$ cat src/rtl/priority_req_latch_v.sv
// Request capture and grant handshake stage in front of the 4:2 priority encoder.
// Requests become sticky pending bits; the encoder's pick is frozen and offered over valid/ready.
module priority_req_latch_v #(
    parameter int P_EDGE = 1
) (
    input  logic       i_clk,
    input  logic       i_rst,
    input  logic [3:0] i_req,
    output logic [3:0] o_pending,
    input  logic [1:0] i_enc_code,
    input  logic       i_enc_valid,
    output logic       o_grant_valid,
    output logic [1:0] o_grant_code,
    input  logic       i_grant_ready,
    output logic [3:0] o_lost,
    input  logic       i_lost_clr
);

    typedef enum logic {
        IDLE  = 1'b0,
        OFFER = 1'b1
    } state_t;

    state_t     state;
    state_t     state_next;
    logic [3:0] req_q;
    logic [3:0] cap;
    logic [3:0] clr;
    logic [3:0] pending_next;
    logic [3:0] lost_next;
    logic       accept;
    logic       load_grant;

    always_ff @(posedge i_clk) begin
        if (i_rst) begin
            req_q <= 4'b0000;
        end else begin
            req_q <= i_req;
        end
    end

    always_comb begin
        cap = (P_EDGE != 0) ? (i_req & ~req_q) : i_req;
    end

    // A capture landing on the line being serviced re-arms it instead of being dropped.
    always_comb begin
        accept       = (state == OFFER) & i_grant_ready;
        clr          = accept ? (4'b0001 << o_grant_code) : 4'b0000;
        pending_next = (o_pending & ~clr) | cap;
        lost_next    = i_lost_clr ? 4'b0000 : (o_lost | (cap & o_pending & ~clr));
    end

    always_ff @(posedge i_clk) begin
        if (i_rst) begin
            o_pending <= 4'b0000;
            o_lost    <= 4'b0000;
        end else begin
            o_pending <= pending_next;
            o_lost    <= lost_next;
        end
    end

    always_ff @(posedge i_clk) begin
        if (i_rst) begin
            state <= IDLE;
        end else begin
            state <= state_next;
        end
    end

    // Once a code is offered it is held until accepted; newer requests never preempt it.
    always_comb begin
        state_next = state;
        load_grant = 1'b0;
        case (state)
            IDLE: begin
                if (i_enc_valid) begin
                    load_grant = 1'b1;
                    state_next = OFFER;
                end
            end
            OFFER: begin
                if (i_grant_ready) begin
                    state_next = IDLE;
                end
            end
            default: state_next = IDLE;
        endcase
    end

    always_ff @(posedge i_clk) begin
        if (i_rst) begin
            o_grant_code <= 2'b00;
        end else if (load_grant) begin
            o_grant_code <= i_enc_code;
        end
    end

    assign o_grant_valid = (state == OFFER);

endmodule

$ cat config.mk
export PLATFORM = sky130hd
export DESIGN_NAME = priority_req_latch_v
export DESIGN_NICKNAME = d
export VERILOG_FILES = /design/src/rtl/priority_req_latch_v.sv
export SDC_FILE = /design/constraint.sdc
export NUM_CORES = 1
export LEC_CHECK = 0
export CAP_MARGIN = 10
export CELL_PAD_IN_SITES_DETAIL_PLACEMENT = 2
export CELL_PAD_IN_SITES_GLOBAL_PLACEMENT = 2
export CORE_MARGIN = 8
export CORE_UTILIZATION = 21
export DETAILED_ROUTE_END_ITERATION = 7
export HOLD_SLACK_MARGIN = 0.02
export PLACE_DENSITY_LB_ADDON = 0.1
export SLEW_MARGIN = 20
export SYNTH_ARGS = -nofsm -noshare
export SYNTH_HDL_FRONTEND = slang
export SYNTH_SLANG_ARGS = --single-unit
$ cat constraint.sdc
create_clock -name i_clk -period 0.8 [get_ports i_clk]
set_input_delay 0.16 -clock i_clk [delete_from_list [all_inputs] [get_ports i_clk]]
set_output_delay 0.16 -clock i_clk [all_outputs]
set_load 0.05 [all_outputs]
==> results of run 1 <==
## cell usage in the layout (no fill, tap or decap), types with 2 or more instances in the layout
cell type	n
buf_4	14
nor2_1	4
nor2b_1	4
clkdlybuf4s50_1	7
buf_12	11
o21ai_4	2
dfxtp_2	5
o31ai_4	2
o41ai_2	4
buf_6	5
dlygate4sd2_1	3
a21oi_1	4
clkbuf_4	3
nand2b_1	4
dfxtp_1	4
nand2_1	4
dfxtp_4	6
mux2i_1	2
## cell families (layout without fill, tap and decap cells)
group | count (synthesis) | in the layout
AO/OA/AOI/OAI | 13 | 13
multiplexers | 2 | 2
buffers and inverters | 3 | 46
AND/OR/NAND/NOR | 19 | 19
flip-flops | 15 | 15
## area by class of cell
cell class / count / area, sq um
clock buffers: 4 / 26.3
fillers: 268 / 1240
repair buffers: 40 / 478
flip-flops and latches: 15 / 329
inverters: 2 / 12.5
well taps: 30 / 37.5
multi-input cells: 34 / 312
## how the worst max path moves through the flow
stage	start	to	slack, ns	cells past startpoint
after floorplan	o_grant_valid$_SDFF_PP0_	o_pending[2]$_SDFF_PP0_	-0.15	3
after global placement	i_lost_clr	o_lost[1]$_SDFF_PP0_	-0.45	3
after detailed placement	i_lost_clr	o_lost[3]$_SDFF_PP0_	-0.49	3
after CTS	o_grant_valid$_SDFF_PP0_	o_grant_valid	-0.27	2
after global routing	o_grant_valid$_SDFF_PP0_	o_grant_valid	-0.29	2
final	o_grant_valid$_SDFF_PP0_	o_grant_valid	-0.26	2
## routing by layer
layer	vias up	global-route usage, %
met5	-	0
met4	0	3.20
met3	2	3.90
met2	17	17.4
met1	279	10.1
li1	269	-
## power groups by stage
| stage | Clock (mW) | Combinational, mW | Sequential, mW |
|---|---|---|---|
| after floorplan | 0 | 0.0828 | 0.947 |
| after global placement | 0 | 0.446 | 0.853 |
| after detailed placement | 0 | 0.454 | 0.855 |
| after CTS | 0.462 | 0.544 | 0.819 |
| after global routing | 0.492 | 0.593 | 0.827 |
| final | 0.434 | 0.564 | 0.821 |
## registers in the layout, indices dropped and copies added (netlist names)
name and flops:
req_q 4, o_grant_code 2, o_lost 4, o_pending 4, o_grant_valid 1
## synthesized netlist by cell type
| library cell | instances |
|---|---|
| nor2_1 | 4 |
| a21oi_1 | 5 |
| nor2b_2 | 1 |
| o31ai_2 | 2 |
| nand2_2 | 1 |
| nand2b_1 | 4 |
| o21ai_1 | 2 |
| inv_1 | 2 |
| dfxtp_1 | 15 |
| mux2i_1 | 2 |
| nand3_2 | 1 |
| nor2b_1 | 4 |
| nand2_1 | 4 |
| o41ai_1 | 4 |
| buf_2 | 1 |
## timing repair
item | in CTS | in global routing
hold endpoints to repair | 0 | 0
pin swaps | 2 | 0
gates resized for setup | 22 | 5
hold buffers | 0 | 0
setup endpoints to repair | 25 | 22
setup buffers | 8 | 0
## stage by stage
stage               utilization (%)  worst slack [ns]  total power, mW  instance area (sq um)
finish                         49.1            -0.257             1.82                   1190
global route                   49.1            -0.287             1.91                   1190
CTS                            47.9            -0.275             1.83                   1170
detailed placement             41.4            -0.485             1.31                   1010
global placement               41.4            -0.449             1.30                   1010
floorplan                         -            -0.150             1.03                    571
## worst max-delay path, stage by stage (launching register included)
cell     delay [ns]
dfxtp_4        0.36
buf_6          0.12
buf_12         0.14
==> metrics.txt, run 1 <==
Post-DRT Antenna Nets=0; Post-DP HPWL=~1400 microns; CTS tree=yes; leading area contributor after synthesis=dfxtp_1; r2r startpoint=o_grant_valid$_SDFF_PP0_; Reg power frac=45.1%; root buf cell=clkbuf_4; area delta synth->final=124%; Avg Vias per Cell=4.54; max_cap viols=0; layout cells sized above 1=60.0%; row cnt=18; Worst R2R End=o_grant_code[0]$_SDFFE_PP0P_; unrepaired setup endpoints after global routing=true; router iterations before antenna repair=2; sequential fraction of the synthesis area=a little under three fifths; Hold Fails Final Rpt=0; initial antenna violation count=0; worst hold stages=2; worst-case clock skew=roughly 0.0025 ns; DR vias=567; CORE AREA=0.00243 sq mm; initial DRC count=5; Ys Warns=0; I/O pin cnt=22; Cell Count, Final, Fillers Out=about 130; # port buffers=21; Final min period=1.06 ns; gpl congestion=0.686; violated checks=setup timing; period utilization=132%; largest fanout on the critical path=3; H-tree levels=1; setup ws final=-0.257 ns; GRT overflow=0; final hold slack=0.321 ns; setup TNS=-3.82 ns; Crit Path Class=flip-flop to output pin; Worst Setup End Kind=output pin; die width=66.4 microns; ANT cells=0; Distinct cells, synth=15; Mapped Cells=52; Seq cells post-synth=15; ranking of synthesized cells by area=dfxtp_1 56%, o41ai_1 6.6%, a21oi_1 4.7%, nand2b_1 4.7%, nor2b_1 4.7%; hold worst-path end=o_lost[2]$_SDFF_PP0_; clk_lat worst skew=0.28 ns; met1 WL=roughly 780 microns; Adder-Cell Fraction of Synth Area=0%; Worst Tran Pin Value=0.255 ns; status=finished with violations; P_int=1.27 mW; met3 wire len=approximately 120 microns; Power per Cell Area=approximately 1500 mW/mm^2; peak supply drop=a little over 0.8 mV; Hold Crit Class=input pin to flip-flop; wire per inst=15.9 microns; sinks on the clock net=15; max layer used=met4; Logic pwr share=31.0%; Yosys top cell area share=56.3%; worst r2r path cells=4; Die ar.=around 0.0044 sq mm; largest family of logic cells by synthesized area=simple AND/OR/NAND/NOR gates; Mapped Nets=63; f_max=roughly 950 MHz; via count of the first global-routing pass=660; simple-gate share of the synthesized area=19.7%; Final setup viols=22; P_sw=0.548 mW; Crit path required time=0.64 ns; syn avg cell area=10.3 sq um; Net Sw Frac=30.1%; signal arrival time at the worst endpoint=0.90 ns; Compound-Gate Fraction of Synth Area=17.8%; Synth Area in XOR/XNOR=0%; drc violations=0; Pleak=0.498 nW; initial core utilization=21.9%; HP Start=i_lost_clr; Reg clk slew, reported paths=0.09 ns; R2R setup slack=-0.21 ns; Max Slew Vio Count=0; Clk pwr share=23.9%; met2 wire len=1060 microns; global-route wire length before repair=3260 microns; Rel. slew slack=approximately 83%; # nets final=107; Worst Setup Start Kind=flip-flop; WL final=about 2000 microns; pin count of the biggest net entering global routing=9; placed cells=113; GRT Util Overall=a little under 10%; CTS Buf Count=3; clock buffer depth=2; mux share of post-synthesis cell area=3.76%; mapped cell area=533 sq um; die height=~66 microns
Note: power is estimated with default switching activity, not from simulation.
==> run 2: changes to the inputs <==
--- a/config.mk
+++ b/config.mk
@@ -11,6 +11,7 @@
 export CORE_MARGIN = 8
 export CORE_UTILIZATION = 21
 export DETAILED_ROUTE_END_ITERATION = 7
+export GPL_TIMING_DRIVEN = 1
 export HOLD_SLACK_MARGIN = 0.02
 export PLACE_DENSITY_LB_ADDON = 0.1
 export SLEW_MARGIN = 20
==> results of run 2 <==
Same layout as run 1: the final DEF is identical, and so are final timing and power.
